<file path="src/rtl/esm_pkg.sv">
// Shared definitions for the ESM dependency tracker: slot lifecycle states,
// RISC-V register field positions and a width helper for index vectors.
package esm_pkg;

  typedef enum logic [1:0] {
    SLOT_FREE    = 2'd0,
    SLOT_PENDING = 2'd1,
    SLOT_ISSUED  = 2'd2
  } slot_state_e;

  localparam int unsigned RD_LSB  = 7;
  localparam int unsigned RS1_LSB = 15;
  localparam int unsigned RS2_LSB = 20;
  localparam int unsigned FIELD_W = 5;

  // Ceiling log2, used for slot and register index widths.
  function automatic int unsigned clog2(input int unsigned n);
    int unsigned r;
    r = 0;
    while ((64'd1 << r) < 64'(n)) begin
      r = r + 1;
    end
    return r;
  endfunction

endpackage

</file>
<file path="src/rtl/esm_prio_enc.sv">
// Lowest-set-bit priority encoder; picks the lowest free slot for insertion.
module esm_prio_enc #(
  parameter int unsigned N = 16,
  parameter int unsigned W = 4
) (
  input  logic [N-1:0] req,
  output logic [W-1:0] idx,
  output logic         found
);

  // Scanning downward lets the lowest requesting index win.
  always_comb begin
    idx   = '0;
    found = 1'b0;
    for (int i = int'(N) - 1; i >= 0; i--) begin
      if (req[i]) begin
        idx   = W'(i);
        found = 1'b1;
      end
    end
  end

endmodule

</file>
<file path="src/rtl/esm_dep_tracker.sv">
// Slot-based RAW/WAW dependency tracker feeding the ESM issue selector:
// per-slot lifecycle, BS x BS dependency matrix and a last-writer table.
module esm_dep_tracker
  import esm_pkg::*;
#(
  parameter int unsigned IW     = 32,
  parameter int unsigned BS     = 16,
  parameter int unsigned REGNUM = 16,
  parameter bit          WAW_EN = 1'b0
) (
  input  logic                  clk,
  input  logic                  rst,
  input  logic                  flush,
  input  logic                  ins_valid,
  output logic                  ins_ready,
  input  logic [IW-1:0]         ins_instr,
  input  logic                  ins_regwrite,
  input  logic                  ins_use_rs2,
  output logic [clog2(BS)-1:0]  ins_slot,
  output logic [0:BS-1]         ready_mask,
  input  logic [0:BS-1]         issue_mask,
  input  logic [0:BS-1]         complete_mask,
  output logic [clog2(BS):0]    occupancy
);

  localparam int unsigned SW = clog2(BS);
  localparam int unsigned RA = clog2(REGNUM);
  localparam int unsigned CW = SW + 1;

  slot_state_e       state      [BS];
  logic [BS-1:0]     dep        [BS];
  logic              prod_valid [REGNUM];
  logic [SW-1:0]     prod_slot  [REGNUM];

  logic [BS-1:0]     free_v;
  logic [BS-1:0]     iss_go;
  logic [BS-1:0]     cpl_go;
  logic [BS-1:0]     new_row;
  logic [CW-1:0]     cpl_cnt;
  logic [RA-1:0]     rd;
  logic [RA-1:0]     rs1;
  logic [RA-1:0]     rs2;
  logic              ins_fire;
  logic              unused_instr;

  assign rd  = ins_instr[RD_LSB  +: RA];
  assign rs1 = ins_instr[RS1_LSB +: RA];
  assign rs2 = ins_instr[RS2_LSB +: RA];
  assign unused_instr = ^ins_instr;

  // Legal handshake bits only: issue needs PENDING, complete needs ISSUED.
  always_comb begin
    free_v  = '0;
    iss_go  = '0;
    cpl_go  = '0;
    cpl_cnt = '0;
    for (int i = 0; i < int'(BS); i++) begin
      free_v[i] = (state[i] == SLOT_FREE);
      iss_go[i] = issue_mask[i] && (state[i] == SLOT_PENDING);
      cpl_go[i] = complete_mask[i] && (state[i] == SLOT_ISSUED);
      cpl_cnt   = cpl_cnt + CW'(cpl_go[i]);
    end
  end

  esm_prio_enc #(
    .N (BS),
    .W (SW)
  ) u_free_enc (
    .req   (free_v),
    .idx   (ins_slot),
    .found (ins_ready)
  );

  assign ins_fire = ins_valid && ins_ready;

  // Row for the incoming instruction; producers completing now are bypassed.
  always_comb begin
    new_row = '0;
    if ((rs1 != '0) && prod_valid[rs1]) begin
      new_row[prod_slot[rs1]] = 1'b1;
    end
    if (ins_use_rs2 && (rs2 != '0) && prod_valid[rs2]) begin
      new_row[prod_slot[rs2]] = 1'b1;
    end
    if (WAW_EN && ins_regwrite && (rd != '0) && prod_valid[rd]) begin
      new_row[prod_slot[rd]] = 1'b1;
    end
    new_row = new_row & ~cpl_go;
  end

  always_comb begin
    ready_mask = '0;
    for (int i = 0; i < int'(BS); i++) begin
      ready_mask[i] = (state[i] == SLOT_PENDING) && (dep[i] == '0);
    end
  end

  // Slot lifecycle, matrix and producer table; inserts are applied last so
  // their table write wins over a same-cycle completion clear.
  always_ff @(posedge clk or posedge rst) begin
    if (rst) begin
      for (int i = 0; i < int'(BS); i++) begin
        state[i] <= SLOT_FREE;
        dep[i]   <= '0;
      end
      for (int r = 0; r < int'(REGNUM); r++) begin
        prod_valid[r] <= 1'b0;
        prod_slot[r]  <= '0;
      end
      occupancy <= '0;
    end else if (flush) begin
      for (int i = 0; i < int'(BS); i++) begin
        state[i] <= SLOT_FREE;
        dep[i]   <= '0;
      end
      for (int r = 0; r < int'(REGNUM); r++) begin
        prod_valid[r] <= 1'b0;
        prod_slot[r]  <= '0;
      end
      occupancy <= '0;
    end else begin
      for (int i = 0; i < int'(BS); i++) begin
        case (state[i])
          SLOT_PENDING: if (iss_go[i]) state[i] <= SLOT_ISSUED;
          SLOT_ISSUED:  if (cpl_go[i]) state[i] <= SLOT_FREE;
          default: ;
        endcase
        dep[i] <= dep[i] & ~cpl_go;
      end
      for (int r = 0; r < int'(REGNUM); r++) begin
        if (prod_valid[r] && cpl_go[prod_slot[r]]) begin
          prod_valid[r] <= 1'b0;
        end
      end
      if (ins_fire) begin
        state[ins_slot] <= SLOT_PENDING;
        dep[ins_slot]   <= new_row;
        if (ins_regwrite && (rd != '0)) begin
          prod_valid[rd] <= 1'b1;
          prod_slot[rd]  <= ins_slot;
        end
      end
      occupancy <= occupancy + CW'(ins_fire) - cpl_cnt;
    end
  end

endmodule

</file>
<file path="config.mk">
export PLATFORM = sky130hd
export DESIGN_NAME = esm_dep_tracker
export DESIGN_NICKNAME = d
export VERILOG_FILES = /design/src/rtl/esm_pkg.sv /design/src/rtl/esm_prio_enc.sv /design/src/rtl/esm_dep_tracker.sv
export SDC_FILE = /design/constraint.sdc
export NUM_CORES = 1
export LEC_CHECK = 0
export BUFFER_PORTS_ARGS = -buffer_cell sky130_fd_sc_hd__buf_4
export CAP_MARGIN = 20
export CORE_UTILIZATION = 44
export DETAILED_ROUTE_END_ITERATION = 16
export SYNTH_ARGS = -nofsm -noshare
export SYNTH_HDL_FRONTEND = slang
export SYNTH_SLANG_ARGS = --single-unit
</file>
<file path="constraint.sdc">
create_clock -name clk -period 14.6 [get_ports clk]
set_clock_uncertainty 0.05 [all_clocks]
set_input_delay 2.19 -clock clk [delete_from_list [all_inputs] [get_ports clk]]
set_output_delay 2.19 -clock clk [all_outputs]
set_load 0.005 [all_outputs]
</file>
Word level (Yosys, flattened, before mapping)
Cells that the tools add are included.
{"block": "totals", "ff_bits": 373, "latch_bits": 0, "ramBits": 0, "mem_bits_ro": 0, "in_bits": 70, "output_inout_bits": 26, "word_cells": 477, "n_memories": 0}
{"block": "classes", "add_sub_neg": 17, "multipliers": 0, "div_mod_pow": 0, "order_cmp": 26, "eq_ne": 32, "n_shift": 0, "mux": 199, "bitwise_logic": 27, "n_reduce_logical": 111}
{"operator": "$mux W256", "count": 2}
{"operator": "$and A16 B16 Y16", "count": 18}
{"operator": "$bwmux W256", "count": 1}
{"operator": "$logic_not A16 Y1", "count": 16}
{"operator": "$mux W64", "count": 3}
{"operator": "$mux W2", "count": 49}
{"operator": "$mux W16", "count": 6}
{"operator": "$lt A4 B5 Y1 const B", "count": 18}
{"operator": "$mux W4", "count": 21}
{"operator": "$logic_and A1 B1 Y1", "count": 73}
{"operator": "$bmux W1 S4", "count": 18}
{"operator": "$mux W1", "count": 71}
{"operator": "$bwmux W64", "count": 1}
{"operator": "$demux W16 S4", "count": 1}
{"operator": "$mux W32", "count": 2}
{"operator": "$pmux W2 S2", "count": 16}
{"operator": "$add A5 B1 Y5", "count": 12}
{"operator": "$or A16 B16 Y16", "count": 3}
{"operator": "$bmux W4 S4", "count": 2}
{"operator": "$eq A2 B1 Y1 const B", "count": 16}
{"operator": "$eq A2 B2 Y1 const B", "count": 16}
{"operator": "$logic_not A2 Y1", "count": 16}
{"operator": "$not A16 Y16", "count": 2}
{"operator": "$ge A5 B5 Y1 const B", "count": 4}
{"operator": "other kinds (15)", "count": 25}

Logic depth before layout (Yosys ltp)
{"block": "logic_depth", "word_depth": 26, "ltp_mapped": 22, "ltp_nobuf": 20}

Hierarchy
A second synthesis with hierarchy kept.
{"block": "hier_totals", "hier_cells": 2041, "area_unflattened_um2": 20830.0}
{"module": "esm_dep_tracker", "n_inst": 1, "cells_each": 2008, "area_each_um2": 20651.1, "seq_area_each_um2": 9308.9}
{"module": "esm_prio_enc", "n_inst": 1, "cells_each": 33, "area_each_um2": 178.9, "seq_area_each_um2": 0.0}

Worst setup path after synthesis
OpenSTA, ideal clock, no wires.
{"block": "synth_path", "path_type": "input -> register", "from": "input port complete_mask[9] in the netlist's numbering", "to": "register occupancy[4]", "setup_time_ns": 0.132, "arrival_ns": 6.374, "t_required_ns": 14.418, "setup_slack_ns": 8.044, "cell_stages": 18, "n_path_buf": 2, "cell_sequence": "nand2_1 clkbuf_1 clkbuf_1 inv_1 fa_1 ha_1 fa_1 fa_1 inv_1 fa_1 ha_1 ha_1 inv_1 fa_1 xor2_1 xnor2_1 xnor2_1 nor2_1"}
{"block": "synth_between", "elab_chain_cells": 10}
{"item": "from (decl)", "line": "esm_dep_tracker.sv:22", "rtl": "input logic [0:BS-1] complete_mask,"}
{"item": "$logic_and A1 B1 Y1", "line": "esm_dep_tracker.sv:60", "rtl": "cpl_go[i] = complete_mask[i] && (state[i] == SLOT_ISSUED);"}
{"item": "$add A5 B1 Y5 (7 in a row)", "line": "esm_dep_tracker.sv:61", "rtl": "cpl_cnt = cpl_cnt + CW'(cpl_go[i]);"}
{"item": "$sub A5 B5 Y5", "line": "esm_dep_tracker.sv:143", "rtl": "occupancy <= occupancy + CW'(ins_fire) - cpl_cnt;"}
{"item": "$mux W5", "line": "esm_dep_tracker.sv:111", "rtl": "end else if (flush) begin"}
{"item": "to (signal assigned)", "line": "esm_dep_tracker.sv:143"}
{"item": "to (decl)", "line": "esm_dep_tracker.sv:23", "rtl": "output logic [clog2(BS):0] occupancy"}
Every way passes these cells.
A chain may end at the register's enable or synchronous reset.

Worst setup path after layout
{"block": "layout_path", "from": "input port complete_mask[2] in the netlist's numbering", "to": "register occupancy[4]"}
{"block": "layout_between", "elab_chain_cells": 17}
{"item": "$logic_and A1 B1 Y1", "line": "esm_dep_tracker.sv:60"}
{"item": "$add A2 B1 Y3", "line": "esm_dep_tracker.sv:61"}
{"item": "$add A3 B1 Y4", "line": "esm_dep_tracker.sv:61"}
{"item": "$add A4 B1 Y5", "line": "esm_dep_tracker.sv:61"}
{"item": "$add A5 B1 Y5 (11 in a row)", "line": "esm_dep_tracker.sv:61"}
{"item": "$sub A5 B5 Y5", "line": "esm_dep_tracker.sv:143"}
{"item": "$mux W5", "line": "esm_dep_tracker.sv:111"}
Every way passes these cells.

==> out/qor.yml <==
cts_root_buf: "clkbuf_16"
p_seq_frac: 0.444
fin_crit_ns: 6.38
globalplace.congestion: 0.884
violations: "DRC"
cp.arrival_ns: 6.76
fmaxAchievable_mhz: 157
cts_resized: 0
combPwrFrac: 0.096
final_cell_area_mm2: 0.0234
hpwlAfterDp_um: 42000
hold_viol: 0
rsz0062_at_grt: "false"
dr.pass1.iters: 11
setup-tns-final_ns: 0
switching_share: 0.254
fp.dieW_um: 220
cp_cell_sequence: "buf_4, nand2_1, inv_1, fa_1, inv_1, ha_1, inv_1, fa_1, fa_1, inv_1, fa_1, ha_1, ha_1, inv_1, fa_1, xor2_1, xnor2_1, xnor2_1, nor2_1"
dpl_cell_area_mm2: 0.0220
synth_cells: 1875
relSlewSlack: 0.261
slowest_delay_ns: 0.65
syn_avg_cell_area_um2: 11.2
grt.total_usage: 0.290
cts_sinks: 372
p_int_w: 0.00176
critPathKind: "primary input to flip-flop"
outcome: "finished, violations left"
core_mm2: 0.0468
cp.required_ns: 14.97
r2r_setup_slack_ns: 9.29
io_buffer_count: 75
synth_seq_cells: 372
worstPathMaxFanout: 17
netlist_area_mm2: 0.0210
cap_violations: 0
p_leak_nw: 10.3
synth_edf_count: 0
die-area_mm2: 0.0485
cts.clk_slew.worst_paths_ns: 0.06
power.switching_w: 0.000599
antennaDiodeCount: 0
synth_flop_cell: "dfrtp_1"
synth.distinct_cells: 75
overflow: 0
routed_via_density: 6.65
synth_nets: 2022
seq_area_frac_synth: 0.444
clk_latency_ns: 0.59
wirelength_um: 68900
hold_class: "flip-flop to flip-flop"
tightestPinTransition_ns: 1.10
wl_per_cell_um: 27.4
nets: 2020
fin_crit_sh: 0.437
initial_core_util: 0.448
endpoint_kind: "flip-flop"
cts_buffer_depth: 3
cts_setup_buffers: 0
ioPinCount: 96
drtIter0Drc: 1653
async_flop_share: 1.00
htreeDepth: 2
power_w: 0.00236
num_vias: 16700
maxSlewViolCount: 0
cts_tree: "built"
drc: 5
antenna_found_initial: 1
grt_max_degree: 89
numCtsBuffers: 41
drive_above_1_share: 0.183
ir_worst_vdd_v: 0.0000700
num_rows: 79
syn2layout_area_growth_pct: 11.7
fp.dieH_um: 220
cellPowerDensity_mw_per_mm2: 101
grt_pass1_wl_um: 105000
setup_viol: 0
clkPwrFrac: 0.460
holdBufCountCts: 0
grt_pass1_vias: 16900
detail-route-antenna-nets: 0
crit_slowest_cell: "nand2_1"
ys_warn_count: 0
start_kind: "primary input"
[state kept, by name, summed over array words and instances, names as in the netlist]
signal and flops:
dep 256, occupancy 5, prod_slot 64, prod_valid 15
state 32
[cells in the mapped netlist, types with 16 or more instances]
| library cell | number | area [um^2] |
|---|---|---|
| a21o_1 | 36 | 270 |
| mux2i_1 | 67 | 671 |
| buf_2 | 28 | 140 |
| nor4b_1 | 16 | 140 |
| a22oi_1 | 18 | 135 |
| and3_1 | 32 | 200 |
| a31oi_1 | 19 | 119 |
| nand4_1 | 23 | 144 |
| o21ai_0 | 69 | 345 |
| dfrtp_1 | 372 | 9310 |
| nand2_1 | 90 | 338 |
| mux4_2 | 109 | 2450 |
| nor4_1 | 60 | 375 |
| nand3_1 | 16 | 80.1 |
| nor3_1 | 38 | 190 |
| inv_1 | 106 | 398 |
| ha_1 | 63 | 788 |
| a32o_1 | 157 | 1570 |
| a21oi_1 | 91 | 455 |
| nor2_1 | 147 | 552 |
| clkbuf_1 | 124 | 465 |
| nor2b_1 | 25 | 156 |
| a211oi_1 | 25 | 188 |
[stage by stage]
stage	cells	utilization	setup slack (ns)	hold slack, ns
4_1_cts	2504	0.500	8.26	0.476
5_1_grt	2512	0.501	8.03	0.482
3_5_place_dp	2429	0.470	7.66	0.461
2_1_floorplan	1875	-	2.03	0.427
3_3_place_gp	2429	0.470	7.66	0.452
6_report	2512	0.501	8.22	0.472
[power groups by stage]
stage | clock network, W | registers [W] | logic (W)
2_1_floorplan | 0 | 0.00107 | 0.000156
3_3_place_gp | 0 | 0.00107 | 0.000224
3_5_place_dp | 0 | 0.00107 | 0.000229
4_1_cts | 0.00110 | 0.00105 | 0.000229
5_1_grt | 0.00114 | 0.00105 | 0.000253
6_report | 0.00109 | 0.00105 | 0.000227
[area by class of cell]
| class | instances | area (um^2) |
|---|---|---|
| clock inverter | 16 | 189 |
| sequential | 372 | 9310 |
| fill | 4132 | 23300 |
| multi-input combinational | 1218 | 10500 |
| inverter | 106 | 405 |
| tap | 607 | 759 |
| timing repair buffer | 134 | 1010 |
| clock buffer | 59 | 1210 |
[kinds of logic after synthesis]
family	count (synthesis)	share of synthesized area
and+or+nand+nor	487	0.119
AOI/OAI and AO/OA	467	0.175
DFF	372	0.444
buffers and inverters	285	0.0571
xor gates and xnor gates	6	0.00251
adders and majority gates	77	0.0510
muxes	181	0.152
[path summary, 6_finish.rpt]
| check | from | cells after the start | endpoint |
|---|---|---|---|
| worst max-delay path | complete_mask[2] | 19 | occupancy[4] |
| worst min-delay path | dep[231] | 1 | dep[231] |
| worst max register to register | state[26] | 20 | occupancy[4] |
| worst min register to register | dep[231] | 1 | dep[231] |
| max in group asynchronous | rst | 4 | dep[152] |
| min in group asynchronous | rst | 2 | prod_slot[20] |
[worst max-delay path, delay by kind of cell]
family | cells | cell delay, ns
xor+xnor | 3 | 0.48
simple gates | 2 | 0.70
buf+inv | 6 | 0.54
fa+ha+maj | 8 | 2.79
[layout by cell type, fill, tap and decap left out, types with 18 or more instances in the layout]
master,n
a211oi_1,24
a21o_1,36
a21oi_1,91
a22oi_1,18
a31oi_1,18
a32o_1,157
and3_1,32
buf_4,127
clkbuf_16,42
dfrtp_1,372
ha_1,63
inv_1,105
mux2i_1,67
mux4_2,109
nand2_1,90
nand4_1,23
nor2_1,147
nor2b_1,25
nor3_1,38
nor4_1,53
o21ai_0,69
[per-layer routing]
metal  wire length, um  vias to the layer above  track usage  share of wire
met3              5330                      176       0.0440          0.077
met2             32500                      855        0.468           0.47
met5                 8                        -            0        0.00012
met4              3030                        2        0.133          0.044
met1             28000                     8585        0.386           0.41
li1                  -                     7099            -              -
(Power assumes the default switching activity.)
